--- src/rtl/vga_timing_gen_pkg.sv ---
// Shared VGA raster constants and coordinate type.
// Default values describe the 640x480@60 Hz mode.
package vga_pkg;

  localparam int H_VISIBLE = 640;
  localparam int H_FP      = 16;
  localparam int H_SYNC    = 96;
  localparam int H_BP      = 48;
  localparam int H_TOTAL   = H_VISIBLE + H_FP + H_SYNC + H_BP;

  localparam int V_VISIBLE = 480;
  localparam int V_FP      = 10;
  localparam int V_SYNC    = 2;
  localparam int V_BP      = 33;
  localparam int V_TOTAL   = V_VISIBLE + V_FP + V_SYNC + V_BP;

  typedef logic [9:0] coord_t;

endpackage

--- src/rtl/vga_timing_gen_if.sv ---
// Bundle between the raster generator, the color mapper
// and the DAC pins.
interface vga_timing_gen_if;
  import vga_pkg::*;

  logic [7:0] Red_in;
  logic [7:0] Green_in;
  logic [7:0] Blue_in;
  coord_t     DrawX;
  coord_t     DrawY;
  logic       pixel_clk;
  logic       hs;
  logic       vs;
  logic       blank;
  logic [7:0] VGA_R;
  logic [7:0] VGA_G;
  logic [7:0] VGA_B;
  logic       vblank_start;

  modport master (
    input  Red_in, Green_in, Blue_in,
    output DrawX, DrawY, pixel_clk,
    output hs, vs, blank,
    output VGA_R, VGA_G, VGA_B,
    output vblank_start
  );

  modport slave (
    output Red_in, Green_in, Blue_in,
    input  DrawX, DrawY, pixel_clk,
    input  hs, vs, blank,
    input  VGA_R, VGA_G, VGA_B,
    input  vblank_start
  );

endinterface

--- src/rtl/vga_timing_gen.sv ---
// Raster counters plus a one-pixel registered output stage
// so sync, blank and color reach the DAC on the same edge.
module vga_timing_gen #(
  parameter int H_VISIBLE = vga_pkg::H_VISIBLE,
  parameter int H_FP      = vga_pkg::H_FP,
  parameter int H_SYNC    = vga_pkg::H_SYNC,
  parameter int H_BP      = vga_pkg::H_BP,
  parameter int V_VISIBLE = vga_pkg::V_VISIBLE,
  parameter int V_FP      = vga_pkg::V_FP,
  parameter int V_SYNC    = vga_pkg::V_SYNC,
  parameter int V_BP      = vga_pkg::V_BP
) (
  input  logic             Clk,
  input  logic             Reset,
  vga_timing_gen_if.master vga
);
  import vga_pkg::*;

  localparam int H_TOT = H_VISIBLE + H_FP + H_SYNC + H_BP;
  localparam int V_TOT = V_VISIBLE + V_FP + V_SYNC + V_BP;

  localparam coord_t X_LAST = coord_t'(H_TOT - 1);
  localparam coord_t Y_LAST = coord_t'(V_TOT - 1);
  localparam coord_t X_VIS  = coord_t'(H_VISIBLE);
  localparam coord_t Y_VIS  = coord_t'(V_VISIBLE);
  localparam coord_t Y_VEND = coord_t'(V_VISIBLE - 1);
  localparam coord_t HS_ON  = coord_t'(H_VISIBLE + H_FP);
  localparam coord_t HS_OFF = coord_t'(H_VISIBLE + H_FP + H_SYNC);
  localparam coord_t VS_ON  = coord_t'(V_VISIBLE + V_FP);
  localparam coord_t VS_OFF = coord_t'(V_VISIBLE + V_FP + V_SYNC);

  logic       phase;
  logic       pixel_en;
  coord_t     x;
  coord_t     y;
  logic       x_end;
  logic       y_end;
  logic       visible;
  logic       hs_act;
  logic       vs_act;
  logic       hs_q;
  logic       vs_q;
  logic       blank_q;
  logic [7:0] r_q;
  logic [7:0] g_q;
  logic [7:0] b_q;

  assign pixel_en = phase;
  assign x_end    = (x == X_LAST);
  assign y_end    = (y == Y_LAST);
  assign visible  = (x < X_VIS) && (y < Y_VIS);
  assign hs_act   = (x >= HS_ON) && (x < HS_OFF);
  assign vs_act   = (y >= VS_ON) && (y < VS_OFF);

  always_ff @(posedge Clk) begin
    if (Reset) begin
      phase   <= 1'b0;
      x       <= '0;
      y       <= '0;
      hs_q    <= 1'b1;
      vs_q    <= 1'b1;
      blank_q <= 1'b0;
      r_q     <= '0;
      g_q     <= '0;
      b_q     <= '0;
    end else begin
      phase <= ~phase;
      if (pixel_en) begin
        x <= x_end ? '0 : x + 1'b1;
        if (x_end)
          y <= y_end ? '0 : y + 1'b1;
        // Stage samples the pre-increment coordinate.
        hs_q    <= ~hs_act;
        vs_q    <= ~vs_act;
        blank_q <= visible;
        r_q     <= visible ? vga.Red_in   : '0;
        g_q     <= visible ? vga.Green_in : '0;
        b_q     <= visible ? vga.Blue_in  : '0;
      end
    end
  end

  assign vga.DrawX     = x;
  assign vga.DrawY     = y;
  assign vga.pixel_clk = phase;
  assign vga.hs        = hs_q;
  assign vga.vs        = vs_q;
  assign vga.blank     = blank_q;
  assign vga.VGA_R     = r_q;
  assign vga.VGA_G     = g_q;
  assign vga.VGA_B     = b_q;

  // Last pixel of the last visible line; reset wins.
  assign vga.vblank_start = pixel_en & ~Reset & x_end
                          & (y == Y_VEND);

endmodule

--- src/flat_wrapper.sv ---
// flat-port wrapper written by rule: the top's interface ports become plain ports
module vga_timing_gen_flat import vga_pkg::*;
#(
  parameter int H_VISIBLE = vga_pkg::H_VISIBLE,
  parameter int H_FP      = vga_pkg::H_FP,
  parameter int H_SYNC    = vga_pkg::H_SYNC,
  parameter int H_BP      = vga_pkg::H_BP,
  parameter int V_VISIBLE = vga_pkg::V_VISIBLE,
  parameter int V_FP      = vga_pkg::V_FP,
  parameter int V_SYNC    = vga_pkg::V_SYNC,
  parameter int V_BP      = vga_pkg::V_BP
)
  (Clk, Reset, vga_Red_in, vga_Green_in, vga_Blue_in, vga_DrawX, vga_DrawY, vga_pixel_clk, vga_hs, vga_vs, vga_blank, vga_VGA_R, vga_VGA_G, vga_VGA_B, vga_vblank_start);
  vga_timing_gen_if vga_i ();
  input  logic Clk;
  input  logic Reset;
  input wire logic [$bits(vga_i.Red_in)-1:0] vga_Red_in;
  input wire logic [$bits(vga_i.Green_in)-1:0] vga_Green_in;
  input wire logic [$bits(vga_i.Blue_in)-1:0] vga_Blue_in;
  output wire logic [$bits(vga_i.DrawX)-1:0] vga_DrawX;
  output wire logic [$bits(vga_i.DrawY)-1:0] vga_DrawY;
  output wire logic [$bits(vga_i.pixel_clk)-1:0] vga_pixel_clk;
  output wire logic [$bits(vga_i.hs)-1:0] vga_hs;
  output wire logic [$bits(vga_i.vs)-1:0] vga_vs;
  output wire logic [$bits(vga_i.blank)-1:0] vga_blank;
  output wire logic [$bits(vga_i.VGA_R)-1:0] vga_VGA_R;
  output wire logic [$bits(vga_i.VGA_G)-1:0] vga_VGA_G;
  output wire logic [$bits(vga_i.VGA_B)-1:0] vga_VGA_B;
  output wire logic [$bits(vga_i.vblank_start)-1:0] vga_vblank_start;
  assign vga_i.Red_in = vga_Red_in;
  assign vga_i.Green_in = vga_Green_in;
  assign vga_i.Blue_in = vga_Blue_in;
  assign vga_DrawX = vga_i.DrawX;
  assign vga_DrawY = vga_i.DrawY;
  assign vga_pixel_clk = vga_i.pixel_clk;
  assign vga_hs = vga_i.hs;
  assign vga_vs = vga_i.vs;
  assign vga_blank = vga_i.blank;
  assign vga_VGA_R = vga_i.VGA_R;
  assign vga_VGA_G = vga_i.VGA_G;
  assign vga_VGA_B = vga_i.VGA_B;
  assign vga_vblank_start = vga_i.vblank_start;
  vga_timing_gen #(.H_VISIBLE(H_VISIBLE), .H_FP(H_FP), .H_SYNC(H_SYNC), .H_BP(H_BP), .V_VISIBLE(V_VISIBLE), .V_FP(V_FP), .V_SYNC(V_SYNC), .V_BP(V_BP)) u_core (.Clk(Clk), .Reset(Reset), .vga(vga_i));
endmodule
--- config.mk ---
export PLATFORM = sky130hd
export DESIGN_NAME = vga_timing_gen_flat
export DESIGN_NICKNAME = d
export VERILOG_FILES = /design/src/rtl/vga_timing_gen_pkg.sv /design/src/rtl/vga_timing_gen_if.sv /design/src/rtl/vga_timing_gen.sv /design/src/flat_wrapper.sv
export SDC_FILE = /design/constraint.sdc
export NUM_CORES = 1
export LEC_CHECK = 0
export ABC_AREA = 1
export BUFFER_PORTS_ARGS = -buffer_cell sky130_fd_sc_hd__buf_2
export CELL_PAD_IN_SITES_DETAIL_PLACEMENT = 1
export CELL_PAD_IN_SITES_GLOBAL_PLACEMENT = 2
export CORE_MARGIN = 2
export CORE_UTILIZATION = 27
export DETAILED_ROUTE_END_ITERATION = 12
export MAX_ROUTING_LAYER = met4
export PLACE_DENSITY = 0.91
export SYNTH_ARGS = -nofsm -noshare
export SYNTH_HDL_FRONTEND = slang
export SYNTH_SLANG_ARGS = --single-unit
--- constraint.sdc ---
create_clock -name Clk -period 1.82 [get_ports Clk]
set_clock_uncertainty 0.15 [all_clocks]
set_input_delay 0.364 -clock Clk [delete_from_list [all_inputs] [get_ports Clk]]
set_output_delay 0.364 -clock Clk [all_outputs]
set_load 0.02 [all_outputs]
== Word-level counts from Yosys, hierarchy flattened ==
Cells that the tools add are included.

* Register bits: 48
* Bits of input ports: 26
* Output and inout port bits: 49
* Word-level logic and storage cells: 36

* $add $sub $neg: 2
* $lt $le $gt $ge: 6
* Eq/ne operators: 3
* Muxes and demuxes: 5
* Bitwise operators: 7
* Reduce and logical (&&, ||, !) cells: 4

{| class="wikitable"
|+ Operator list
! operator !! count
|-
| 2-to-1 mux 8 bit || 3
|-
| adder 10 x 1 -> 10 bit (second input constant) || 2
|-
| == test 10 bit (second input constant) || 2
|-
| < comparator 10 bit (second input constant) || 2
|-
| < comparator 10 x 9 -> 1 bit (second input constant) || 2
|-
| 2-to-1 mux 10 bit || 2
|-
| == test 10 x 9 -> 1 bit (second input constant) || 1
|-
| >= comparator 10 bit (second input constant) || 1
|-
| >= comparator 10 x 9 -> 1 bit (second input constant) || 1
|-
| NOT 1 bit || 4
|-
| bitwise AND 1 bit || 3
|-
| logical AND 1 bit || 3
|-
| AND reduction 2 bit || 1
|}

== Depth between registers and ports, before layout ==
* Depth after elaboration: 4
* Gate-level depth with buffers: 9
* Mapped depth without buffers: 8

== Least setup slack after synthesis ==
No wires, ideal clock.

* Path type: flip-flop to output port
* Start point: register u_core.x[1], in the netlist u_core.vga.DrawX[1]
* End point: output port vga_vblank_start
* Data arrival time: 1.570 ns
* Data required time: 1.306 ns
* Setup slack: -0.264 ns
* Cell stages (with the launch flop): 8
* Path buffers: 0
* Path through: dfxtp_1 > ha_1 > nand2_1 > nor2_8 > nand3_4 > nor2_2 > nand3_1 > nor2_1

* Longest elaborated chain between the ends: 3

{| class="wikitable"
|+ RTL lines
! item !! RTL line !! RTL
|-
| start, declared || vga_timing_gen.sv:34 || <nowiki>coord_t x;</nowiki>
|-
| start signal, assigned || vga_timing_gen.sv:69 || <nowiki>x <= x_end ? '0 : x + 1'b1;</nowiki>
|-
| == test 10 bit || vga_timing_gen.sv:49 || <nowiki>assign x_end = (x == X_LAST);</nowiki>
|-
| bitwise AND 1 bit || vga_timing_gen.sv:94 || <nowiki>assign vga.vblank_start = pixel_en & ~Reset & x_end</nowiki>
|-
| bitwise AND 1 bit || vga_timing_gen.sv:95 || <nowiki>& (y == Y_VEND);</nowiki>
|-
| end, declared || flat_wrapper.sv:29 || <nowiki>output wire logic [$bits(vga_i.vblank_start)-1:0] vga_vblank_start;</nowiki>
|}

Every way passes these cells.

== Worst setup path in the final report ==
Ends and elaborated chain as after synthesis.

==> impl_results.md <==
- Flops & latches, synth: 48
- Placer Congestion: 0.884
- Worst VDD drop: 0.371 mV
- Clock Latency Late Sink: 0.30 ns
- Syn Inst Count: 308
- Failing checks: negative setup slack
- Setup TNS: -0.167 ns
- Top_reg_cell synth: dfxtp_1
- Syn Nets: 338
- Data arrival, critical path: 1.47 ns
- Cell variety after synth: 30
- Crit path kind: flip-flop to output pin
- Pint: 1.49 mW
- Largest buffer count on any clock path: 2
- Via density: 4.46
- Top cells by area, synth: dfxtp_1 42%, nand2_1 13%, inv_1 8.1%, o21ai_2 7.7%, nor2_1 6.1%
- Comb power frac: 12.2%
- Worst Path Max Fanout: 2
- CTS tree: done
- Flop pwr share: 53.8%
- Most common library cells after synthesis: 78 x nand2_1, 49 x inv_1, 48 x dfxtp_1
- CP required: 1.31 ns
- HP Class: input pin to flip-flop
- Design Area, Final: 0.00303 mm2
- IO Count: 75
- Worst-Margin Slew: 0.342 ns
- N_diodes: 0
- Final worst slack: -0.167 ns
- Post-synth top area cell: dfxtp_1
- PD cells: 681 mW/mm2
- Grt ovf: 0
- Crit-path cells: ha_4 > nand2_4 > nor2_8 > nand3_4 > nor2_4 > nand3_2 > nor2_4 > buf_6
- Share of layout cells above drive strength 1: 36.8%
- Leak: 1.48 nW
- Number of global-route vias before repair: 2,304
- Remaining DRCs: 0
- Post-layout util: 37.1%
- Ys async rst share: 0%
- Max-Cap Viols: 0
- Max incr delay on CP: 0.37 ns
- Pre-antenna DRT Iters: 4
- Status: finished, violations left
- Clock power share: 34.1%
- RSZ-0062 raised after global routing: yes
- Sw power: 575 uW
- CP endpoint kind: output pin
- Area of the mapped netlist: 0.00226 mm2
- Dpl cell area: 0.00289 mm2
- Register area: 975 um2
- Die Ht: 95.6 um
- Die X: 95.6 um
- Design Power: 2.06 mW
- FMAX: 503 MHz
- Filler cell count: 1,064
- Iter 0 DRT Violations: 41
- GRT Util Overall: 15.1%
- Hpwl dp: 5.00 mm
- Full die area: 0.00914 mm2
- Row count: 33
- Switching part of the total: 27.8%
- Vias: 2,259
- Area delta synth->final: 33.8%
- Clk sinks: 48
- Hold Vio Cnt, Final: 0
- Register area share after synthesis: 42.4%
- Yosys warns: 0
- Routed Antenna Nets: 0
- Final WL: 6.44 mm
- IO buf count: 74
- CTS clock-pin slew for the worst setup and hold paths: 0.10 ns
- H-tree depth: 2
- Num CTS Buffers: 5
- Post-synth EDFFs: 0
- Final setup fails: 1
- Most frequent cell after synthesis: nand2_1
- Nets: 431
- Footprint of the multi-input gates: 0.00109 mm2
- Top cell by count, worst path: nor2_4
- Per-cell routed wire length: 12.7 um
- Final min period: 1.99 ns
- Initial Util: 27.7%
- Slew Viols, Final: 0
- Cell with the biggest individual delay on the critical path: dfxtp_4
- Pin count of the biggest net entering global routing: 26
- Synthesized area per cell: 7.35 um2
- Top cell type's share of synthesized area: 42.4%
- Core box area: 0.00818 mm2
- Max transition margin: 77.2%
- Antenna violations before repair: 0
- Critical path startpoint category: flip-flop
- Hold_ws: 0.150 ns
- First-pass GRT wire length: 10.6 mm
- CTS Root Cell: clkbuf_8
- Final Cycle Share: 109%
[layer usage]
metal / vias to the layer above / global-route usage (%) / routed length [um]
met5: - / - / 0
met4: 0 / 3.45 / 37
met3: 4 / 4.27 / 413
met2: 66 / 25.2 / 3050
met1: 1043 / 18.2 / 2930
li1: 1146 / - / -
[power groups by stage]
stage                     logic, mW  registers (mW)  clock network, mW
final                         0.251            1.11              0.704
after global placement        0.243            1.13                  0
after CTS                     0.254            1.11              0.732
after global routing          0.273            1.11              0.771
after detailed placement      0.247            1.14                  0
after floorplan               0.100            1.18                  0
[final timing paths]
path                       start                   to  slack [ns]  depth (start not counted)
max          u_core.vga.DrawX[1]     vga_vblank_start       -0.17                          8
min               vga_Blue_in[2]  u_core.vga.VGA_B[2]        0.15                          3
min reg2reg  u_core.vga.VGA_G[5]  u_core.vga.VGA_G[5]        0.31                          2
max reg2reg  u_core.vga.DrawX[1]  u_core.vga.DrawX[8]        0.23                         10
[through the flow]
step / instances / setup WS [ns]
floorplan: 308 / 0.0220
global placement: 495 / 0.0616
detailed placement: 495 / 0.0168
CTS: 507 / -0.189
global route: 507 / -0.267
finish: 507 / -0.167
[cell usage in the layout (no fill, tap or decap), drive strengths merged, types with 5 or more instances in the layout]
master and instances:
nor2 44, clkbuf 6, o21ai 32, dfxtp 48, nand2 79, inv 52, nand3 12, a21oi 7
nand4 8, buf 94, nor3 5
[critical path, delay by kind of cell (launching register included)]
family / cells / cell delay, ns
AND/OR/NAND/NOR: 6 / 0.53
flip-flops: 1 / 0.37
adder cells (fa/ha/maj): 1 / 0.15
buffers and inverters: 1 / 0.12
[sequential cells by signal (all words and copies together) (netlist names)]
signal                cells
u_core.vga.vs             1
u_core.vga.pixel_clk      1
u_core.vga.DrawY         10
u_core.vga.hs             1
u_core.vga.blank          1
u_core.vga.VGA_G          8
u_core.vga.VGA_R          8
u_core.vga.VGA_B          8
u_core.vga.DrawX         10
[what timing repair did]
| action | 4_1_cts | 5_1_grt |
|---|---|---|
| pin swaps | 5 | 0 |
| setup buffers | 4 | 0 |
| hold buffers | 0 | 0 |
| resized for setup | 3 | 0 |
| setup endpoints to repair | 1 | 1 |
[cells by family after synthesis]
kind of cell / after synthesis / share of synthesized area [%]
AO/OA/AOI/OAI: 42 / 13.3
XOR/XNOR: 2 / 0.774
adder cells (fa/ha/maj): 4 / 2.21
buffers and inverters: 61 / 11.4
flip-flops: 48 / 42.4
AND/OR/NAND/NOR: 151 / 29.9
[final cells by class]
type	instances	area share (%)
Sequential cell	48	32.2
Timing Repair Buffer	94	17.8
Tap cell	105	4.34
Clock buffer	6	2.73
Clock inverter	2	0.495
Multi-Input combinational cell	199	35.8
Inverter	53	6.65
Power figures use the tool's default switching activity.
